`src/rtl/tl_pkg.sv`:
```
`default_nettype none
// ============================================================================
//  Module      : tl_pkg
//  Description : Shared definitions for the intersection light sequencer and
//                its downstream conflict monitor: lamp codes, lamp index
//                enumeration, green compatibility matrix and pack/unpack
//                helpers for the 48-bit lamp bus.
//                Bus packing: lamp index i occupies bits [47-3i -: 3], i.e.
//                [47:45]=F1 ... [2:0]=C4, order F1-4, R1-4, L1-4, C1-4.
//  Revision    : 1.0 - initial release
// ============================================================================
package tl_pkg;

    localparam int c_NUM_LAMPS = 16;
    localparam int c_LAMP_W    = 3;
    localparam int c_BUS_W     = c_NUM_LAMPS * c_LAMP_W;

    // One-hot lamp codes; everything else on a lamp is an invalid code
    localparam logic [2:0] c_RED    = 3'b100;
    localparam logic [2:0] c_YELLOW = 3'b010;
    localparam logic [2:0] c_GREEN  = 3'b001;
    localparam logic [2:0] c_DARK   = 3'b000;

    localparam logic [c_BUS_W-1:0] c_ALL_RED  = {c_NUM_LAMPS{c_RED}};
    localparam logic [c_BUS_W-1:0] c_ALL_DARK = {c_NUM_LAMPS{c_DARK}};

    typedef enum logic [3:0] {
        F1 = 4'd0,  F2 = 4'd1,  F3 = 4'd2,  F4 = 4'd3,
        R1 = 4'd4,  R2 = 4'd5,  R3 = 4'd6,  R4 = 4'd7,
        L1 = 4'd8,  L2 = 4'd9,  L3 = 4'd10, L4 = 4'd11,
        C1 = 4'd12, C2 = 4'd13, C3 = 4'd14, C4 = 4'd15
    } lamp_idx_t;

    typedef enum logic [0:0] {
        ST_PASS  = 1'b0,
        ST_FAULT = 1'b1
    } mon_state_t;

    localparam int c_NUM_GROUPS = 6;

    function automatic logic [c_NUM_LAMPS-1:0] lamp_bit(input lamp_idx_t l);
        return 16'd1 << l;
    endfunction

    // Sets of lamps that may legally be green together
    function automatic logic [c_NUM_LAMPS-1:0] group_mask(input int g);
        case (g)
            0:       return lamp_bit(F1) | lamp_bit(F3) | lamp_bit(C2) | lamp_bit(C4);
            1:       return lamp_bit(L2) | lamp_bit(L3) | lamp_bit(L4) | lamp_bit(R3);
            2:       return lamp_bit(L1) | lamp_bit(L3) | lamp_bit(L4) | lamp_bit(R4);
            3:       return lamp_bit(C1) | lamp_bit(C3) | lamp_bit(F2) | lamp_bit(F4);
            4:       return lamp_bit(L1) | lamp_bit(L2) | lamp_bit(L4) | lamp_bit(R1);
            5:       return lamp_bit(L1) | lamp_bit(L2) | lamp_bit(L3) | lamp_bit(R2);
            default: return '0;
        endcase
    endfunction

    // Row i bit j set when lamps i and j share at least one group (or i==j)
    function automatic logic [c_NUM_LAMPS-1:0][c_NUM_LAMPS-1:0] build_compat();
        logic [c_NUM_LAMPS-1:0][c_NUM_LAMPS-1:0] c;
        logic [c_NUM_LAMPS-1:0]                  m;
        for (int i = 0; i < c_NUM_LAMPS; i++) begin
            c[i] = 16'd1 << i;
            for (int g = 0; g < c_NUM_GROUPS; g++) begin
                m = group_mask(g);
                if (m[i]) begin
                    c[i] = c[i] | m;
                end
            end
        end
        return c;
    endfunction

    localparam logic [c_NUM_LAMPS-1:0][c_NUM_LAMPS-1:0] c_COMPAT = build_compat();

    // Element i of the result is the code of lamp index i
    function automatic logic [c_NUM_LAMPS-1:0][c_LAMP_W-1:0] unpack_lamps(
        input logic [c_BUS_W-1:0] bus
    );
        logic [c_NUM_LAMPS-1:0][c_LAMP_W-1:0] arr;
        for (int i = 0; i < c_NUM_LAMPS; i++) begin
            arr[i] = bus[(c_NUM_LAMPS-1-i)*c_LAMP_W +: c_LAMP_W];
        end
        return arr;
    endfunction

    function automatic logic [c_BUS_W-1:0] pack_lamps(
        input logic [c_NUM_LAMPS-1:0][c_LAMP_W-1:0] arr
    );
        logic [c_BUS_W-1:0] bus;
        for (int i = 0; i < c_NUM_LAMPS; i++) begin
            bus[(c_NUM_LAMPS-1-i)*c_LAMP_W +: c_LAMP_W] = arr[i];
        end
        return bus;
    endfunction

endpackage
`default_nettype wire

```
`src/rtl/tl_lamp_checker.sv`:
```
`default_nettype none
// ============================================================================
//  Module      : tl_lamp_checker
//  Description : Purely combinational per-cycle check of the 16 lamp codes.
//  Ports       : i_lamp     in  48  packed lamp codes (F1 in [47:45])
//                o_invalid  out 1   some lamp carries a non one-hot code
//                o_conflict out 1   two mutually incompatible lamps are green
//  Revision    : 1.0 - initial release
// ============================================================================
module tl_lamp_checker
    import tl_pkg::*;
(
    input  logic [c_BUS_W-1:0] i_lamp,
    output logic               o_invalid,
    output logic               o_conflict
);

    logic [c_NUM_LAMPS-1:0][c_LAMP_W-1:0] w_codes;
    logic [c_NUM_LAMPS-1:0]               w_green;
    logic [c_NUM_LAMPS-1:0]               w_bad;
    logic [c_NUM_LAMPS-1:0]               w_clash;

    assign w_codes = unpack_lamps(i_lamp);

    for (genvar i = 0; i < c_NUM_LAMPS; i++) begin : g_lamp
        assign w_green[i] = (w_codes[i] == c_GREEN);
        assign w_bad[i]   = !((w_codes[i] == c_RED) ||
                              (w_codes[i] == c_YELLOW) ||
                              (w_codes[i] == c_GREEN));
        // A green lamp clashes if any other green lies outside its compat row
        assign w_clash[i] = w_green[i] && (|(w_green & ~c_COMPAT[i]));
    end

    assign o_invalid  = |w_bad;
    assign o_conflict = |w_clash;

endmodule
`default_nettype wire

```
`src/rtl/tl_conflict_monitor.sv`:
```
`default_nettype none
// ============================================================================
//  Module      : tl_conflict_monitor
//  Description : Safety stage behind the light sequencer. Passes lamp codes
//                through one register stage; on a debounced invalid code,
//                green conflict or stalled-sequence watchdog it latches a
//                fault and flashes all lamps red/dark until cleared.
//  Ports       : clk        in  1   system clock
//                rst        in  1   synchronous active-high reset
//                lamp_in    in  48  packed lamp codes from the sequencer
//                fault_clr  in  1   request to clear a latched fault
//                lamp_out   out 48  registered lamp codes to the drivers
//                fault      out 1   latched fault flag
//                fault_code out 3   sticky causes {watchdog, conflict, invalid}
//  Revision    : 1.0 - initial release
// ============================================================================
module tl_conflict_monitor
    import tl_pkg::*;
#(
    parameter int DEBOUNCE    = 2,
    parameter int WDOG_CYCLES = 64,
    parameter int FLASH_HALF  = 8
) (
    input  logic               clk,
    input  logic               rst,
    input  logic [c_BUS_W-1:0] lamp_in,
    input  logic               fault_clr,
    output logic [c_BUS_W-1:0] lamp_out,
    output logic               fault,
    output logic [2:0]         fault_code
);

    localparam int c_WD_W = $clog2(WDOG_CYCLES + 1);
    localparam int c_DB_W = $clog2(DEBOUNCE + 1);
    localparam int c_FL_W = $clog2(2 * FLASH_HALF);

    localparam logic [c_WD_W-1:0] c_WD_MAX   = c_WD_W'(WDOG_CYCLES);
    localparam logic [c_WD_W-1:0] c_WD_ONE   = c_WD_W'(1);
    localparam logic [c_DB_W-1:0] c_DB_MAX   = c_DB_W'(DEBOUNCE);
    localparam logic [c_DB_W-1:0] c_DB_LATCH = c_DB_W'(DEBOUNCE - 1);
    localparam logic [c_DB_W-1:0] c_DB_ONE   = c_DB_W'(1);
    localparam logic [c_FL_W-1:0] c_FL_LAST  = c_FL_W'(2 * FLASH_HALF - 1);
    localparam logic [c_FL_W-1:0] c_FL_HALF  = c_FL_W'(FLASH_HALF);
    localparam logic [c_FL_W-1:0] c_FL_ONE   = c_FL_W'(1);

    mon_state_t         r_state;
    logic               r_fault;
    logic [2:0]         r_code;
    logic [c_BUS_W-1:0] r_out;
    logic [c_BUS_W-1:0] r_last;
    logic [c_WD_W-1:0]  r_wdog;
    logic [c_DB_W-1:0]  r_deb;
    logic [c_FL_W-1:0]  r_flash;

    logic               w_invalid;
    logic               w_conflict;
    logic               w_wdog_active;
    logic [2:0]         w_causes;
    logic               w_any;
    logic               w_latch;
    logic               w_clear;
    logic [c_WD_W-1:0]  w_wdog_next;
    logic [c_DB_W-1:0]  w_deb_next;
    logic [c_FL_W-1:0]  w_flash_next;

    tl_lamp_checker u_checker (
        .i_lamp     (lamp_in),
        .o_invalid  (w_invalid),
        .o_conflict (w_conflict)
    );

    // Watchdog looks at the registered count, so it fires one cycle after
    // the count saturates and stays active until the lamps change again.
    assign w_wdog_active = (r_wdog == c_WD_MAX);
    assign w_causes      = {w_wdog_active, w_conflict, w_invalid};
    assign w_any         = |w_causes;

    assign w_wdog_next  = (lamp_in != r_last) ? '0 :
                          (w_wdog_active      ? r_wdog : r_wdog + c_WD_ONE);
    assign w_deb_next   = !w_any               ? '0 :
                          ((r_deb == c_DB_MAX) ? r_deb : r_deb + c_DB_ONE);
    // Current cycle counts as one more, hence compare against DEBOUNCE-1
    assign w_latch      = w_any && (r_deb >= c_DB_LATCH);
    assign w_clear      = fault_clr && !w_any;
    assign w_flash_next = (r_flash == c_FL_LAST) ? '0 : r_flash + c_FL_ONE;

    always_ff @(posedge clk) begin
        if (rst) begin
            r_state <= ST_PASS;
            r_fault <= 1'b0;
            r_code  <= 3'b000;
            r_out   <= c_ALL_RED;
            r_last  <= c_ALL_RED;
            r_wdog  <= '0;
            r_deb   <= '0;
            r_flash <= '0;
        end else begin
            r_last <= lamp_in;
            r_wdog <= w_wdog_next;
            r_deb  <= w_deb_next;
            case (r_state)
                ST_PASS: begin
                    if (w_latch) begin
                        r_state <= ST_FAULT;
                        r_fault <= 1'b1;
                        r_code  <= r_code | w_causes;
                        r_flash <= '0;
                        r_out   <= c_ALL_RED;
                    end else begin
                        r_out   <= lamp_in;
                    end
                end
                ST_FAULT: begin
                    if (w_clear) begin
                        r_state <= ST_PASS;
                        r_fault <= 1'b0;
                        r_code  <= 3'b000;
                        r_wdog  <= '0;
                        r_deb   <= '0;
                        r_out   <= lamp_in;
                    end else begin
                        r_code  <= r_code | w_causes;
                        r_flash <= w_flash_next;
                        r_out   <= (w_flash_next < c_FL_HALF) ? c_ALL_RED : c_ALL_DARK;
                    end
                end
                default: begin
                    r_state <= ST_PASS;
                end
            endcase
        end
    end

    assign lamp_out   = r_out;
    assign fault      = r_fault;
    assign fault_code = r_code;

endmodule
`default_nettype wire

```
`config.mk`:
```
export PLATFORM = sky130hd
export DESIGN_NAME = tl_conflict_monitor
export DESIGN_NICKNAME = d
export VERILOG_FILES = /design/src/rtl/tl_pkg.sv /design/src/rtl/tl_lamp_checker.sv /design/src/rtl/tl_conflict_monitor.sv
export SDC_FILE = /design/constraint.sdc
export NUM_CORES = 1
export LEC_CHECK = 0
export CAP_MARGIN = 20
export CORE_UTILIZATION = 45
export CTS_BUF_LIST = sky130_fd_sc_hd__clkbuf_4 sky130_fd_sc_hd__clkbuf_8
export DETAILED_ROUTE_END_ITERATION = 8
export PLACE_DENSITY_LB_ADDON = 0.25
export SKIP_LAST_GASP = 1
export SLEW_MARGIN = 25
export SYNTH_ARGS = -nofsm -noshare
export SYNTH_HDL_FRONTEND = slang
export SYNTH_SLANG_ARGS = --single-unit
```
`constraint.sdc`:
```
create_clock -name clk -period 2.5 [get_ports clk]
set_clock_uncertainty 0.05 [all_clocks]
set_input_delay 0.625 -clock clk [delete_from_list [all_inputs] [get_ports clk]]
set_output_delay 0.625 -clock clk [all_outputs]
set_load 0.02 [all_outputs]
```
==> impl_metrics.py, run 1 <==
metrics = {
    "status": {
        "status": "finished, violations left",
        "violations": "negative setup slack",
    },
    "timing": {
        "rsz0062_at_grt": "true",
        "report.final.slew_viol_count": 0,
        "hold_violations": 0,
        "worstMarginPinSlew_ns": 0.5795,
        "fmax_mhz": 386.9,
        "finalCriticalPeriod_ns": 2.585,
        "report.final.setup_viol": 58,
        "fin_ws_ns": -0.08494,
        "min_period_over_period_pct": 103.4,
        "slew-limit-headroom_pct": 61.07,
        "finalSetupTns_ns": -2.356,
    },
    "logic_synthesis": {
        "synth_top_area_cell": "dfxtp_1",
        "synth_cells": 481,
        "synth-warning-count": 0,
        "synth-async-reset-ratio_pct": 0,
        "synth.most_common_cell": "dfxtp_1",
        "yosys_register_bits": 114,
        "postSynthAreaPerCell_sq_um": 9.913,
        "synthTopCellsByCount": "dfxtp_1, xor2_1, and2_1, nor2b_1, nand2_1",
        "synth_edf_count": 0,
        "syn_area_sq_um": 4768,
        "synthTopCellsByArea": "dfxtp_1, xor2_1, and2_1, nor2b_1, nand2_1",
        "synth.top_cell.area_share_pct": 47.86,
        "yosysUniqueCellTypes": 65,
        "ys.flop_type": "dfxtp_1",
        "ys_seq_area_share_pct": 47.86,
        "syn_nets": 537,
    },
    "power": {
        "power.leakage_nw": 3.282,
        "power.total_mw": 5.120,
        "power_density_nw_per_um2": 670.0,
        "peakVddDrop_mv": 0.4140,
    },
    "setup_path": {
        "worstSetupStartpointType": "primary input",
        "critPathSlowestCell": "or3b_4",
        "r2r-start": "r_wdog[1]",
        "cp-startpoint": "lamp_in[46]",
        "cp_max_fo": 3,
        "cpPeakStageDelay_ns": 0.40,
        "path_class": "in -> reg",
        "crit_arrival_ns": 2.84,
        "endpoint_kind": "flip-flop",
        "path_delay_family": "simple AND/OR/NAND/NOR gates",
        "crit_chain": "buf_8, or3b_4, buf_6, nor4b_4, buf_4, o211ai_1, nand2_2, a41oi_4, buf_6, nor3_1, or3_1",
        "path_buf_inv": 4,
        "cpMostUsedCell": "buf_6",
        "required_ns": 2.75,
    },
    "cts": {
        "htree_levels": 4,
        "postCtsHoldBufs": 0,
        "clk_pin_slew_ns": 0.07,
        "clockBufferDepth": 2,
        "cts_inserted_buffers": 17,
        "clk_latency_ns": 0.42,
        "cts-root-buf": "clkbuf_8",
        "cts_sinks": 114,
        "tritoncts": "built",
    },
    "drt": {
        "drc": 0,
        "vias": 4522,
        "drt_wl_total_microns": 15720,
        "antenna_left": 0,
        "wl_per_cell_microns": 18.32,
        "drt_first_pass_iters": 6,
        "drt-initial-drc-count": 228,
        "via_per_inst": 5.270,
    },
    "placed_design": {
        "placed_area_sq_um": 6625,
        "place.gp.congestion": 0.8987,
        "dp_hpwl_microns": 10710,
        "io_buffers": 102,
    },
    "job": {
        "max-cap-violations": 0,
    },
    "layout": {
        "fin_nets": 765,
        "n_fill_cell": 776,
        "antenna_cells": 0,
        "final_cell_area_sq_um": 7641,
        "area_growth_pct": 60.25,
        "drive_gt1_share_pct": 35.87,
        "final_util_pct": 74.35,
    },
    "die": {
        "initial_core_util_pct": 46.40,
        "ios": 103,
        "die_area_sq_um": 11010,
        "rows": 37,
        "core-area_sq_um": 10280,
        "die_w_microns": 104.9,
        "die_y_microns": 104.9,
    },
    "grt": {
        "grtUsageTotal_pct": 28.01,
        "first_global_vias": 4510,
        "antenna_found_initial": 0,
        "grt.overflow.total": 0,
        "grt_pass1_wl_microns": 23520,
        "grt_max_degree": 29,
    },
    "worst_hold_path": {
        "hold_class": "reg -> reg",
        "min_from": "fault_code[2]",
    },
}
[worst paths after layout]
check | cells after the start | end | slack (ns)
max | 11 | r_flash[3] | -0.08
min | 2 | fault_code[2] | 0.43
max reg2reg | 10 | lamp_out[44] | 0
min reg2reg | 2 | fault_code[2] | 0.43
[registers in the layout (all words and copies together), names as in the netlist]
signal and flops:
r_wdog 7, r_last 48, fault_code 3, fault 1
r_deb 2, r_flash 4, lamp_out 48, r_state 1
[final cells by class]
cell class              instances  area, sq um  area share (%)
repair buffers                223         2037           26.66
well taps                     136        170.2           2.227
inverters                      23        86.33           1.130
clock buffers                  17        234.0           3.062
flip-flops and latches        114         2287           29.93
clock inverters                15        160.2           2.096
multi-input cells             330         2666           34.89
[placed cells by master (no fill, tap or decap), types with 4 or more instances in the layout]
cell             Yosys  final
clkbuf_8             0     17
or3b_4               0      6
nor3b_1              9      5
buf_12               0      6
nand4_1             10     10
clkbuf_2             2      6
dlygate4sd2_1        0     10
a21oi_1              7      5
inv_1               21     21
nand3_1              7      6
xor2_1              52     52
nor2_1              22     20
ha_1                 5      5
and2_1              33     28
nand2_1             30     29
clkinv_4             0      5
buf_16               0      4
nor3_1               8      6
a31oi_1             16     14
o21bai_1             6      5
buf_2                1     21
nor4_1              15     14
and2_4               0      5
nor3b_4              1      6
nor2b_1             33     33
dfxtp_1            114    112
buf_6                3     21
buf_4                0     96
clkdlybuf4s50_1      0     54
o21ba_2              7      5
a22oi_2              0      6
[power breakdown]
group / internal, mW / switching (mW) / leakage (nW) / total, mW
clock: 0.895 / 0.813 / 0.197 / 1.71
combinational: 0.731 / 0.668 / 2.14 / 1.40
sequential: 1.96 / 0.0562 / 0.942 / 2.01
[metal layers]
metal	vias to the layer above	wire length (microns)	GRT usage, %
li1	2140	-	-
met1	2171	6254	33.45
met2	177	8023	49.15
met3	34	984	5.240
met4	0	454	11.67
met5	-	0	0
[repair_timing]
item	in CTS	in global routing
pin swaps	55	37
resized for setup	198	69
gates cloned	4	2
setup buffers	18	9
setup endpoints to repair	66	65
[per-stage QoR]
| stage | hold WS, ns | cells | setup slack (ns) |
|---|---|---|---|
| 2_1_floorplan | 0.4216 | 481 | -0.1140 |
| 3_3_place_gp | 0.4110 | 799 | -0.8418 |
| 3_5_place_dp | 0.4157 | 799 | -0.9464 |
| 4_1_cts | 0.4278 | 850 | -0.1171 |
| 5_1_grt | 0.4313 | 858 | -0.1940 |
| 6_report | 0.4318 | 858 | -0.08494 |
[worst register-to-register path, cell delays in order, from the launching register on]
cell,delay [ns]
dfxtp_4,0.37
inv_1,0.04
ha_1,0.16
and3_2,0.22
or4_4,0.44
nor3_4,0.28
buf_4,0.16
buf_4,0.12
nand4_1,0.20
nor3_1,0.24
a211oi_1,0.09
[cell families after synthesis]
family / after synthesis / synth area share, %
AND/OR/NAND/NOR: 190 / 23.96
flip-flops: 114 / 47.86
AO/OA/AOI/OAI: 77 / 12.67
XOR/XNOR: 55 / 10.10
buffers and inverters: 37 / 3.463
adder cells (fa/ha/maj): 6 / 1.522
multiplexers: 2 / 0.4199
(Power assumes the default switching activity.)
==> run 2, diff against run 1 <==
CELL_PAD_IN_SITES_DETAIL_PLACEMENT = 2   (was not set)
CELL_PAD_IN_SITES_GLOBAL_PLACEMENT = 2   (was not set)
CORE_UTILIZATION = 29   (was 45)
==> run 2 against run 1 <==
Compared with the run above: the flow still finishes with violations (negative setup slack); core utilization fell by 25 points; die area rose by 54%; setup slack got worse by 0.27 ns; combinational power fell by 3%; critical path depth did not move; sequential cell count did not move; wire length rose by 56%; critical endpoint is now lamp_out[31]; largest cell class unchanged.
==> impl_metrics.py, run 2 (synthesized netlist as in run 1, its figures left out) <==
metrics = {
    "cts": {
        "tritoncts": "built",
        "cts_inserted_buffers": 17,
        "postCtsHoldBufs": 0,
        "htree_levels": 4,
        "cts-root-buf": "clkbuf_8",
        "clk_pin_slew_ns": 0.07,
        "cts_sinks": 114,
        "clockBufferDepth": 2,
        "clk_latency_ns": 0.47,
    },
    "placed_design": {
        "place.gp.congestion": 0.8258,
        "placed_area_sq_um": 6768,
        "io_buffers": 102,
        "dp_cells": 888,
        "dp_hpwl_microns": 14510,
    },
    "layout": {
        "layout_commonest_cell": "dfxtp_1",
        "drive_gt1_share_pct": 37.10,
        "antenna_cells": 0,
        "final_cell_area_sq_um": 7851,
        "multi_input_area_sq_um": 2768,
        "area_growth_pct": 64.65,
        "final_util_pct": 49.25,
        "seq_area_sq_um": 2287,
        "n_fill_cell": 1650,
        "final_cell_count_no_fill": 941,
        "layout_common_cells": "dfxtp_1, buf_4, clkdlybuf4s50_1, xor2_1, nor2b_1",
        "fin_nets": 768,
    },
    "timing": {
        "fin_ws_ns": -0.3548,
        "hold_violations": 0,
        "fmax_mhz": 350.3,
        "finalCriticalPeriod_ns": 2.855,
        "slew-limit-headroom_pct": 63.28,
        "report.final.slew_viol_count": 0,
        "min_period_over_period_pct": 114.2,
        "report.final.setup_viol": 64,
        "rsz0062_at_grt": "true",
        "worstMarginPinSlew_ns": 0.5466,
    },
    "setup_path": {
        "reg2reg_to": "lamp_out[31]",
        "timing.critical_path.to": "lamp_out[31]",
        "worstSetupStartpointType": "primary input",
        "crit_arrival_ns": 3.20,
        "r2r-start": "r_wdog[0]",
        "regToRegSetupSlack_ns": -0.09,
        "endpoint_kind": "flip-flop",
        "required_ns": 2.84,
        "cp_max_fo": 20,
        "cp-startpoint": "lamp_in[37]",
        "rr_worst_depth": 11,
        "path_class": "in -> reg",
    },
    "grt": {
        "first_global_vias": 5342,
        "met2_usage_pct": 49.22,
        "grt_max_degree": 29,
        "antenna_found_initial": 0,
        "busiest_layer": "met2",
        "grt.overflow.total": 0,
        "use_met1_pct": 27.53,
        "grt_pass1_wl_microns": 31890,
        "grtUsageMet3_pct": 5.166,
        "grtUsageTotal_pct": 26.12,
    },
    "drt": {
        "drt_wl_total_microns": 24480,
        "vias": 4799,
        "drt_first_pass_iters": 4,
        "drt-initial-drc-count": 230,
        "via_per_inst": 5.100,
        "wl_per_cell_microns": 26.01,
        "drc": 0,
        "antenna_left": 0,
    },
    "power": {
        "power_density_nw_per_um2": 710.7,
        "p_sw_mw": 1.690,
        "peakVddDrop_mv": 0.2857,
        "p_comb_share_pct": 24.4,
        "power_frac_clock_pct": 39.2,
        "power.leakage_nw": 3.307,
        "p_int_mw": 3.890,
        "switching_share_pct": 30.29,
        "p_seq_share_pct": 36.4,
    },
    "die": {
        "rows": 46,
        "die_w_microns": 130.2,
        "initial_core_util_pct": 29.91,
        "core-area_sq_um": 15940,
        "die_area_sq_um": 16960,
        "ios": 103,
        "die_y_microns": 130.2,
    },
    "status": {
        "violations": "negative setup slack",
        "status": "finished, violations left",
    },
    "job": {
        "max-cap-violations": 0,
    },
    "worst_hold_path": {
        "min_from": "fault_code[2]",
        "hold_class": "reg -> reg",
    },
}
## run 2: worst max-delay path, cell delays in order
cell and delay [ns]:
clkdlybuf4s15_1 0.26, buf_6 0.18, a222oi_1 0.30, and3_4 0.27
nand4_1 0.23, nor3_4 0.40, a41oi_4 0.19, o21ai_4 0.20
buf_12 0.16, buf_6 0.18, and2_1 0.19
## run 2: area by class of cell
type	instances	share of cell area, %
multi-input cells	330	35.25
flip-flops and latches	114	29.13
repair buffers	226	24.92
well taps	216	3.442
clock buffers	18	3.155
clock inverters	14	2.996
inverters	23	1.100
## run 2: worst min path at each step
stage	slack [ns]	endpoint	depth (start not counted)
6_report	0.44	fault_code[2]	2
5_1_grt	0.44	r_last[22]	2
4_1_cts	0.44	r_last[22]	2
3_5_place_dp	0.42	fault_code[2]	2
3_3_place_gp	0.42	fault_code[0]	2
2_1_floorplan	0.42	r_wdog[6]	2
## run 2: per-layer routing
metal | share of wire [%] | wire length (microns)
met3 | 4.0 | 987
met1 | 39 | 9576
met2 | 52 | 12650
met5 | 0 | 0
met4 | 5.2 | 1264
## run 2: per-stage QoR
step                hold WS, ns  TNS [ns]  total power, mW  setup WS [ns]
floorplan                0.4216    -2.114            2.536        -0.1140
global placement         0.4195    -55.36            3.096        -0.9045
detailed placement       0.4236    -62.89            3.145         -1.056
CTS                      0.4437   -0.3300            5.334       -0.03706
global route             0.4416    -17.65            5.755        -0.3740
finish                   0.4413    -16.17            5.580        -0.3548
## run 2: power groups by stage
stage / sequential, mW / clock [mW] / combinational, mW
5_1_grt: 2.04 / 2.29 / 1.42
4_1_cts: 2.02 / 2.17 / 1.14
2_1_floorplan: 2.16 / 0 / 0.381
3_5_place_dp: 2.06 / 0 / 1.08
6_report: 2.03 / 2.19 / 1.36
3_3_place_gp: 2.05 / 0 / 1.04
## run 2: what timing repair did
item	CTS	global route
setup endpoints to repair	66	66
gates cloned	0	2
setup buffers	10	11
gates resized for setup	194	71
pin swaps	38	34
==> run 3, diff against run 2 <==
CORE_UTILIZATION = 32   (was 29)
CTS_BUF_LIST = sky130_fd_sc_hd__clkbuf_2 sky130_fd_sc_hd__clkbuf_4 sky130_fd_sc_hd__clkbuf_8   (was sky130_fd_sc_hd__clkbuf_4 sky130_fd_sc_hd__clkbuf_8)
GPL_TIMING_DRIVEN = 0   (was not set)
clock period = 3.2 ns   (was 2.5 ns; I/O delays follow)
==> run 3 against run 2 <==
Compared with the run above: the flow now finishes without violations; core utilization fell by 3.4 points; sequential share of layout area grew 5.1 points; first-iteration DRC count shrank 13%; die area decreased by 9.2%; final cell count shrank 14%; power shrank 33%; clock power down 36%; critical path depth is 1 higher; via count decreased by 14%; sequential cell count is the same.
==> impl_metrics.py, run 3 (synthesized netlist as in run 1, its figures left out) <==
metrics = {
    "layout": {
        "seq_area_sq_um": 2282,
        "fin_nets": 667,
        "multi_input_area_sq_um": 2439,
        "layout_commonest_cell": "dfxtp_1",
        "antenna_cells": 0,
        "final_cell_count_no_fill": 805,
        "layout_common_cells": "dfxtp_1, clkdlybuf4s50_1, xor2_1, nor2b_1, and2_1",
        "final_cell_area_sq_um": 6661,
        "n_fill_cell": 1540,
        "drive_gt1_share_pct": 13.20,
        "area_growth_pct": 39.70,
    },
    "setup_path": {
        "endpoint_kind": "flip-flop",
        "regToRegSetupSlack_ns": 0.40,
        "path_class": "in -> reg",
        "required_ns": 3.49,
        "worstSetupStartpointType": "primary input",
        "crit_arrival_ns": 3.35,
        "cp_max_fo": 8,
    },
    "die": {
        "core-area_sq_um": 14530,
        "ios": 103,
        "initial_core_util_pct": 32.81,
        "die_w_microns": 124.1,
        "die_area_sq_um": 15390,
        "rows": 44,
        "die_y_microns": 124.1,
    },
    "timing": {
        "worstMarginPinSlew_ns": 0.6829,
        "hold_violations": 0,
        "finalCriticalPeriod_ns": 3.062,
        "min_period_over_period_pct": 95.70,
        "report.final.setup_viol": 0,
        "whs_ns": 0.4445,
        "rsz0062_at_grt": "false",
        "slew-limit-headroom_pct": 54.38,
        "fin_ws_ns": 0.1375,
        "report.final.slew_viol_count": 0,
        "fmax_mhz": 326.5,
    },
    "power": {
        "power.leakage_nw": 2.835,
        "p_comb_share_pct": 20.6,
        "p_seq_share_pct": 41.8,
        "p_sw_mw": 1.090,
        "p_int_mw": 2.673,
        "power_density_nw_per_um2": 564.9,
        "peakVddDrop_mv": 0.2814,
        "power_frac_clock_pct": 37.6,
        "switching_share_pct": 28.97,
        "power.total_mw": 3.763,
    },
    "cts": {
        "clockBufferDepth": 2,
        "cts-root-buf": "clkbuf_8",
        "clk_latency_ns": 0.45,
        "cts_sinks": 114,
        "cts_inserted_buffers": 17,
        "tritoncts": "built",
        "htree_levels": 4,
        "clk_pin_slew_ns": 0.07,
    },
    "drt": {
        "antenna_left": 0,
        "drc": 0,
        "via_per_inst": 5.127,
        "drt_wl_total_microns": 16700,
        "vias": 4127,
        "wl_per_cell_microns": 20.75,
        "drt_first_pass_iters": 5,
        "drt-initial-drc-count": 199,
    },
    "placed_design": {
        "dp_cells": 767,
        "place.gp.congestion": 0.8686,
        "placed_area_sq_um": 6020,
        "io_buffers": 102,
        "dp_hpwl_microns": 12380,
        "dp_slack_ns": -0.8065,
    },
    "grt": {
        "grt.overflow.total": 0,
        "grt_max_degree": 17,
        "antenna_found_initial": 0,
        "grtUsageTotal_pct": 23.08,
        "grt_pass1_wl_microns": 25610,
        "first_global_vias": 4583,
    },
    "job": {
        "max-cap-violations": 0,
    },
    "status": {
        "status": "completed",
    },
    "worst_hold_path": {
        "hold_class": "reg -> reg",
    },
}
[run 3: worst max-delay path, stage by stage]
cell,delay [ns]
clkdlybuf4s50_1,0.55
nor3b_4,0.28
buf_4,0.16
a2111oi_4,0.03
buf_4,0.18
o211ai_1,0.23
nand2_1,0.21
a41oi_4,0.33
o21ai_2,0.11
buf_6,0.14
buf_4,0.16
and2_1,0.17
[run 3: timing repair]
action,in CTS,in global routing
hold buffers,0,0
setup buffers,6,3
pin swaps,7,9
setup endpoints to repair,61,55
resized for setup,25,37
[run 3: power groups by stage]
stage | clock [mW] | sequential (mW) | combinational [mW]
4_1_cts | 1.45 | 1.58 | 0.767
2_1_floorplan | 0 | 1.68 | 0.297
3_5_place_dp | 0 | 1.61 | 0.743
3_3_place_gp | 0 | 1.60 | 0.726
5_1_grt | 1.50 | 1.59 | 0.841
6_report | 1.41 | 1.57 | 0.775
[run 3: per-layer routing]
| layer | share of wire, % | wire length (microns) | GRT usage (%) | vias up |
|---|---|---|---|---|
| met5 | 0 | 0 | 0 | - |
| met4 | 3.0 | 502 | 10.86 | 0 |
| met3 | 4.2 | 696 | 4.899 | 28 |
| met2 | 51 | 8510 | 40.09 | 112 |
| met1 | 42 | 6991 | 26.90 | 2053 |
| li1 | - | - | - | 1934 |
[run 3: stage by stage]
stage                     setup TNS (ns)  util, %
after global placement            -33.95    41.42
after detailed placement          -39.50    41.42
final                                  0    45.83
after CTS                       -0.02298    44.90
after floorplan                        0        -
after global routing                   0    45.83
[run 3: worst paths after layout]
path	startpoint	end	cells after the start
worst min-delay path	fault	fault	2
worst min register to register	fault	fault	2
worst max register to register	r_wdog[0]	lamp_out[2]	11
worst max-delay path	lamp_in[42]	lamp_out[3]	12
[run 3: area by class of cell]
cell class | instances | share of cell area [%]
multi-input cells | 330 | 36.61
clock buffers | 20 | 4.038
flip-flops and latches | 114 | 34.26
well taps | 184 | 3.456
clock inverters | 9 | 2.010
inverters | 23 | 1.296
repair buffers | 111 | 17.15
plain buffers | 14 | 1.183
